## src/rtl/servo_pkg.sv

```systemverilog
// Shared servo definitions: default timing parameters, decoder FSM states and a
// helper that sizes counters from those parameters.
package servo_pkg;

   localparam int unsigned MIN_PULSE_DEF     = 10000;
   localparam int unsigned STEP_DEF          = 40;
   localparam int unsigned MAX_PULSE_DEF     = 25000;
   localparam int unsigned FRAME_TIMEOUT_DEF = 200000;

   typedef enum logic [2:0] {
      SYNC_LOW,
      WAIT_RISE,
      OFFSET,
      STEPS,
      WAIT_LOW
   } servo_state_e;

   // Bits needed to hold any value 0..max(a, b) without wrapping.
   function automatic int unsigned cnt_bits(input int unsigned a, input int unsigned b);
      return $clog2(((a > b) ? a : b) + 1);
   endfunction

endpackage

```

## src/rtl/servo_sync_edge.sv

```systemverilog
// Two-flop synchronizer for the asynchronous PWM input followed by a registered
// edge detector; rise and fall are single-cycle events on the synchronized level.
module servo_sync_edge (
   input  logic clk,
   input  logic rst_n,
   input  logic pwm_in,
   output logic level,
   output logic rise,
   output logic fall
);

   logic meta_q, meta_d;
   logic sync_q, sync_d;
   logic prev_q, prev_d;

   always_comb begin
      meta_d = pwm_in;
      sync_d = meta_q;
      prev_d = sync_q;
   end

   // NOTE: sequential state is always assigned with <=, so every flop samples pre-edge values.
   always_ff @(posedge clk or negedge rst_n) begin
      if (!rst_n) begin
         meta_q <= 1'b0;
         sync_q <= 1'b0;
         prev_q <= 1'b0;
      end else begin
         meta_q <= meta_d;
         sync_q <= sync_d;
         prev_q <= prev_d;
      end
   end

   assign level = sync_q;
   assign rise  = sync_q & ~prev_q;
   assign fall  = ~sync_q & prev_q;

endmodule

```

## src/rtl/servo_pulse_decoder.sv

```systemverilog
// Servo PWM decoder: times each high pulse, maps its width to an 8-bit position,
// rejects out-of-range pulses and reports loss of signal.
module servo_pulse_decoder
   import servo_pkg::*;
#(
   parameter int unsigned MIN_PULSE     = MIN_PULSE_DEF,
   parameter int unsigned STEP          = STEP_DEF,
   parameter int unsigned MAX_PULSE     = MAX_PULSE_DEF,
   parameter int unsigned FRAME_TIMEOUT = FRAME_TIMEOUT_DEF
) (
   input  logic       clk,
   input  logic       rst_n,
   input  logic       pwm_in,
   output logic [7:0] position,
   output logic       valid,
   output logic       pulse_err,
   output logic       timeout
);

   localparam int unsigned CNT_W = cnt_bits(MAX_PULSE, FRAME_TIMEOUT);
   localparam int unsigned PRE_W = cnt_bits(STEP, 1);

   localparam logic [CNT_W-1:0] FLUSH       = CNT_W'(2);
   localparam logic [CNT_W-1:0] OFFSET_LAST = CNT_W'(MIN_PULSE - 1);
   localparam logic [CNT_W-1:0] MAX_W       = CNT_W'(MAX_PULSE);
   localparam logic [CNT_W-1:0] FRAME_MAX   = CNT_W'(FRAME_TIMEOUT);
   localparam logic [PRE_W-1:0] PRESC_LAST  = PRE_W'(STEP - 1);

   logic level, rise, fall;

   servo_sync_edge u_sync_edge (
      .clk    (clk),
      .rst_n  (rst_n),
      .pwm_in (pwm_in),
      .level  (level),
      .rise   (rise),
      .fall   (fall)
   );

   servo_state_e     state_q, state_d;
   logic [CNT_W-1:0] width_q, width_d;
   logic [CNT_W-1:0] frame_q, frame_d;
   logic [PRE_W-1:0] presc_q, presc_d;
   logic [7:0]       steps_q, steps_d;
   logic [7:0]       position_q, position_d;
   logic             valid_q, valid_d;
   logic             err_q, err_d;
   logic             timeout_q, timeout_d;

   // SYNC_LOW first lets the reset zeros flush out of the synchronizer, then waits
   // for a genuine low so a pulse already in progress is never decoded.
   // NOTE: every always_comb assigns each output a default first, so no path can infer a latch.
   always_comb begin
      state_d = state_q;
      unique case (state_q)
         SYNC_LOW:  if (width_q >= FLUSH && !level) state_d = WAIT_RISE;
         WAIT_RISE: if (rise) state_d = OFFSET;
         OFFSET: begin
            if (fall)                        state_d = WAIT_RISE;
            else if (width_q == OFFSET_LAST) state_d = STEPS;
         end
         STEPS: begin
            if (fall)                  state_d = WAIT_RISE;
            else if (width_q == MAX_W) state_d = WAIT_LOW;
         end
         WAIT_LOW:  if (fall) state_d = WAIT_RISE;
         default:   state_d = SYNC_LOW;
      endcase
   end

   always_comb begin
      valid_d = 1'b0;
      err_d   = 1'b0;
      unique case (state_q)
         OFFSET: err_d = fall;
         STEPS: begin
            if (fall)                  valid_d = 1'b1;
            else if (width_q == MAX_W) err_d   = 1'b1;
         end
         default: ;
      endcase
   end

   // width_q counts high cycles including the rise cycle, so on the fall cycle it equals W.
   always_comb begin
      width_d = width_q;
      presc_d = presc_q;
      steps_d = steps_q;
      unique case (state_q)
         SYNC_LOW: if (width_q < FLUSH) width_d = width_q + CNT_W'(1);
         WAIT_RISE: begin
            if (rise) width_d = CNT_W'(1);
         end
         OFFSET: begin
            if (!fall) width_d = width_q + CNT_W'(1);
            presc_d = '0;
            steps_d = '0;
         end
         STEPS: begin
            if (!fall) begin
               if (width_q != MAX_W) width_d = width_q + CNT_W'(1);
               if (presc_q == PRESC_LAST) begin
                  presc_d = '0;
                  if (steps_q != 8'd255) steps_d = steps_q + 8'd1;
               end else begin
                  presc_d = presc_q + PRE_W'(1);
               end
            end
         end
         default: ;
      endcase
   end

   // timeout is sticky: once the frame counter saturates it stays up until a pulse decodes.
   always_comb begin
      position_d = valid_d ? steps_q : position_q;
      if (rise)                    frame_d = '0;
      else if (frame_q == FRAME_MAX) frame_d = frame_q;
      else                         frame_d = frame_q + CNT_W'(1);
      timeout_d = timeout_q;
      if (frame_d == FRAME_MAX) timeout_d = 1'b1;
      if (valid_d)              timeout_d = 1'b0;
   end

   // NOTE: every flop, counters included, takes the async reset; there is no RAM here to exempt.
   always_ff @(posedge clk or negedge rst_n) begin
      if (!rst_n) begin
         state_q    <= SYNC_LOW;
         width_q    <= '0;
         frame_q    <= '0;
         presc_q    <= '0;
         steps_q    <= '0;
         position_q <= '0;
         valid_q    <= 1'b0;
         err_q      <= 1'b0;
         timeout_q  <= 1'b0;
      end else begin
         state_q    <= state_d;
         width_q    <= width_d;
         frame_q    <= frame_d;
         presc_q    <= presc_d;
         steps_q    <= steps_d;
         position_q <= position_d;
         valid_q    <= valid_d;
         err_q      <= err_d;
         timeout_q  <= timeout_d;
      end
   end

   assign position  = position_q;
   assign valid     = valid_q;
   assign pulse_err = err_q;
   assign timeout   = timeout_q;

endmodule

```

## config.mk

```make
export PLATFORM = sky130hd
export DESIGN_NAME = servo_pulse_decoder
export DESIGN_NICKNAME = d
export VERILOG_FILES = /design/src/rtl/servo_pkg.sv /design/src/rtl/servo_sync_edge.sv /design/src/rtl/servo_pulse_decoder.sv
export SDC_FILE = /design/constraint.sdc
export NUM_CORES = 1
export LEC_CHECK = 0
export CAP_MARGIN = 40
export CELL_PAD_IN_SITES_DETAIL_PLACEMENT = 1
export CELL_PAD_IN_SITES_GLOBAL_PLACEMENT = 2
export CORE_ASPECT_RATIO = 1.75
export CORE_MARGIN = 1.5
export CORE_UTILIZATION = 41
export CTS_CLUSTER_DIAMETER = 150
export DETAILED_ROUTE_END_ITERATION = 12
export MAX_ROUTING_LAYER = met4
export PLACE_DENSITY_LB_ADDON = 0.1
export SETUP_SLACK_MARGIN = 0.4
export SKIP_CTS_REPAIR_TIMING = 1
export SLEW_MARGIN = 20
export SYNTH_ARGS = -nofsm -noshare
export SYNTH_HDL_FRONTEND = slang
export SYNTH_SLANG_ARGS = --single-unit
```

## constraint.sdc

```tcl
create_clock -name clk -period 4.3 [get_ports clk]
set_clock_uncertainty 0.05 [all_clocks]
set_input_delay 0.86 -clock clk [delete_from_list [all_inputs] [get_ports clk]]
set_output_delay 0.86 -clock clk [all_outputs]
set_load 0.03 [all_outputs]
```

==> flow_summary.json <==
{
  "status": "finished, final reports clean",
  "avgViaCountPerCell": 5.690,
  "dieArea_um2": 9799,
  "crit_chain": "nand4_1 -> nor4_4 -> a31oi_1 -> o31ai_1 -> nor4b_2 -> a32o_1",
  "post_drt_wl_per_cell_um": 17.67,
  "cts_num_sinks": 67,
  "cp-end-kind": "flip-flop",
  "dpl_cell_area_um2": 4006,
  "slowest_delay_ns": 0.56,
  "synth.avg_cell_area_um2": 8.764,
  "fin_nets": 446,
  "path_class": "flip-flop to flip-flop",
  "worst_pin_slew_ns": 0.7784,
  "start_util_pct": 41.97,
  "cp.depth": 6,
  "synthArstFlopShare_pct": 100.0,
  "timing_hold_violations_final": 0,
  "holdPathStages": 0,
  "synth.distinct_cells": 51,
  "multi_input_area_um2": 1952,
  "cp.required_ns": 4.48,
  "synthToLayoutAreaGrowth_pct": 14.18,
  "coreArea_um2": 8979,
  "numCtsBuffers": 9,
  "die_h_um": 129.8,
  "min_path_type": "flip-flop to flip-flop",
  "start_kind": "flip-flop",
  "cp_num_buf_inv": 0,
  "cp_top_family": "simple AND/OR/NAND/NOR gates",
  "p_leak_nw": 1.783,
  "seq_area_frac_synth_pct": 44.49,
  "place_congestion": 0.8006,
  "holdPathEnd": "u_sync_edge.level$_DFF_PN0_",
  "reg2reg_from": "frame_q[2]$_DFF_PN0_",
  "grt_max_degree": 27,
  "critPathLaunch": "frame_q[2]$_DFF_PN0_",
  "yosys_warnings": 0,
  "nFillCells": 1082,
  "cts_root_buf": "clkbuf_16",
  "max_freq_mhz": 393.5,
  "synth_edf_count": 0,
  "regArea_um2": 1677,
  "powerDensity_nw_per_um2": 505.3,
  "drt_iter0_markers": 170,
  "drc_errors": 0,
  "grt_overflow": 0,
  "slew_headroom_pct": 47.94,
  "cts_tree": "built",
  "grt_pass1_wl_um": 16730,
  "cap_violations": 0,
  "setup_viol": 0,
  "period_share_pct": 59.11,
  "setup-tns-final_ns": 0,
  "grt_pass1_vias": 3379,
  "synth_seq_cells": 67,
  "irDropWorstVdd_mv": 0.2509,
  "drive_gt1_share_pct": 7.256,
  "ys.flop_type": "dfrtp_1",
  "vias": 3192,
  "htree_levels": 3,
  "wl_um": 9913,
  "ant_nets": 0,
  "fp.dieW_um": 75.48,
  "postSynthCellCount": 430,
  "cts.clk_slew.worst_paths_ns": 0.05,
  "drtPass1Iterations": 4,
  "r2r-end": "timeout$_DFFE_PN0P_",
  "syn_area_um2": 3769,
  "clkLatencyLatePin_ns": 0.34,
  "hpwlAfterDp_um": 7246,
  "ios": 14,
  "period_needed_ns": 2.542,
  "rows": 46,
  "rsz0062_at_grt": "false",
  "diodes": 0,
  "antenna_found_initial": 0,
  "worst_path_max_delay_cell": "dfrtp_1",
  "maxSlewViolCount": 0,
  "cp.arrival_ns": 2.72,
  "clockBufferDepth": 2,
  "fin_area_um2": 4303,
  "port_buffers": 13,
  "synth_fp_nets": 440,
  "reg2regPathDepth": 6,
  "track_usage_pct": 23.59,
  "hp-start": "u_sync_edge.meta_q$_DFF_PN0_",
  "r2r_setup_slack_ns": 1.76,
  "cp_max_fo": 11
}
## how the worst max path moves through the flow
stage | end | slack (ns)
after floorplan | timeout$_DFFE_PN0P_ | 2.33
after global placement | timeout$_DFFE_PN0P_ | 1.85
after detailed placement | timeout$_DFFE_PN0P_ | 1.79
after CTS | timeout$_DFFE_PN0P_ | 1.77
after global routing | timeout$_DFFE_PN0P_ | 1.50
final | timeout$_DFFE_PN0P_ | 1.76
## area by class of cell
class	instances	area share, %
sequential	67	38.96
clock buffer	12	5.728
multi-input combinational	328	45.36
tap	120	3.489
inverter	12	1.047
clock inverter	4	1.163
timing repair buffer	18	4.245
## flip-flops by register name, summed over array words and instances, names as in the netlist, 3 cells and up
signal / flops
frame_q: 18
width_q: 18
position: 8
steps_q: 8
presc_q: 6
state_q: 3
## stage by stage
step	hold slack [ns]	std cells	util, %	setup slack [ns]	total power, mW
6_report	0.3017	561	47.92	1.758	2.174
5_1_grt	0.3118	561	47.92	1.505	2.321
4_1_cts	0.3024	561	47.92	1.768	2.204
3_5_place_dp	0.2894	545	44.62	1.791	1.448
3_3_place_gp	0.2858	543	44.16	1.852	1.416
2_1_floorplan	0.2812	430	-	2.326	1.242
## per-layer routing
layer / vias to the layer above / part of all wire (%) / track usage (%)
met5: - / 0 / -
li1: 1552 / - / -
met1: 1574 / 40 / 24.94
met3: 25 / 1.8 / 4.324
met2: 41 / 55 / 41.07
met4: 0 / 3.2 / 11.34
## cell usage after synthesis, types with 2 or more instances
cell	n	area [µm²]
a21o_1	2	15.01
a21oi_1	13	65.06
a31oi_1	6	37.54
and2_1	3	18.77
and3_1	5	31.28
and4_1	4	35.03
buf_2	12	60.06
clkbuf_1	11	41.29
dfrtp_1	67	1677
ha_1	7	87.58
inv_1	11	41.29
mux2i_1	3	30.03
nand2_1	56	210.2
nand2b_1	9	56.30
nand3_1	19	95.09
nand4_1	17	106.4
nor2_1	49	183.9
nor2b_1	6	37.54
nor3_1	14	70.07
nor3_2	2	20.02
nor4_1	12	75.07
nor4_4	2	42.54
nor4b_2	3	45.04
o21ai_0	34	170.2
o21ai_1	2	10.01
o22ai_1	2	12.51
o31ai_1	12	90.09
o41ai_1	3	26.28
or2_2	3	18.77
xnor2_1	14	122.6
xor2_1	7	61.31
## power breakdown
group	switching [mW]	total (mW)	internal, mW
Clock	0.275	0.738	0.464
Sequential	0.120	0.821	0.701
Combinational	0.406	0.615	0.209
## layout by cell type, fill, tap and decap left out, types with 3 or more instances in the layout
cell type / netlist / final
buf_4: 0 / 4
xor2_1: 7 / 7
a21oi_1: 13 / 13
mux2i_1: 3 / 3
nor4_1: 12 / 12
inv_1: 11 / 11
o41ai_1: 3 / 3
a31oi_1: 6 / 6
nor2b_1: 6 / 6
and3_1: 5 / 5
dfrtp_1: 67 / 67
nor3_1: 14 / 14
ha_1: 7 / 7
o21ai_0: 34 / 34
or2_2: 3 / 3
o31ai_1: 12 / 12
nand2_1: 56 / 56
clkdlybuf4s50_1: 0 / 12
clkbuf_16: 0 / 9
nor2_1: 49 / 49
nand2b_1: 9 / 9
xnor2_1: 14 / 14
nand4_1: 17 / 17
and4_1: 4 / 4
and2_1: 3 / 3
nand3_1: 19 / 19
nor4b_2: 3 / 3
## cell families after synthesis
group | count (synthesis) | share of synthesized area [%]
AND/OR/NAND/NOR | 212 | 29.91
buffers and inverters | 35 | 3.884
multiplexers | 3 | 0.7968
flip-flops | 67 | 44.49
adder cells (fa/ha/maj) | 7 | 2.324
XOR/XNOR | 21 | 4.881
AO/OA/AOI/OAI | 85 | 13.71
Note: power is estimated with default switching activity, not from simulation.
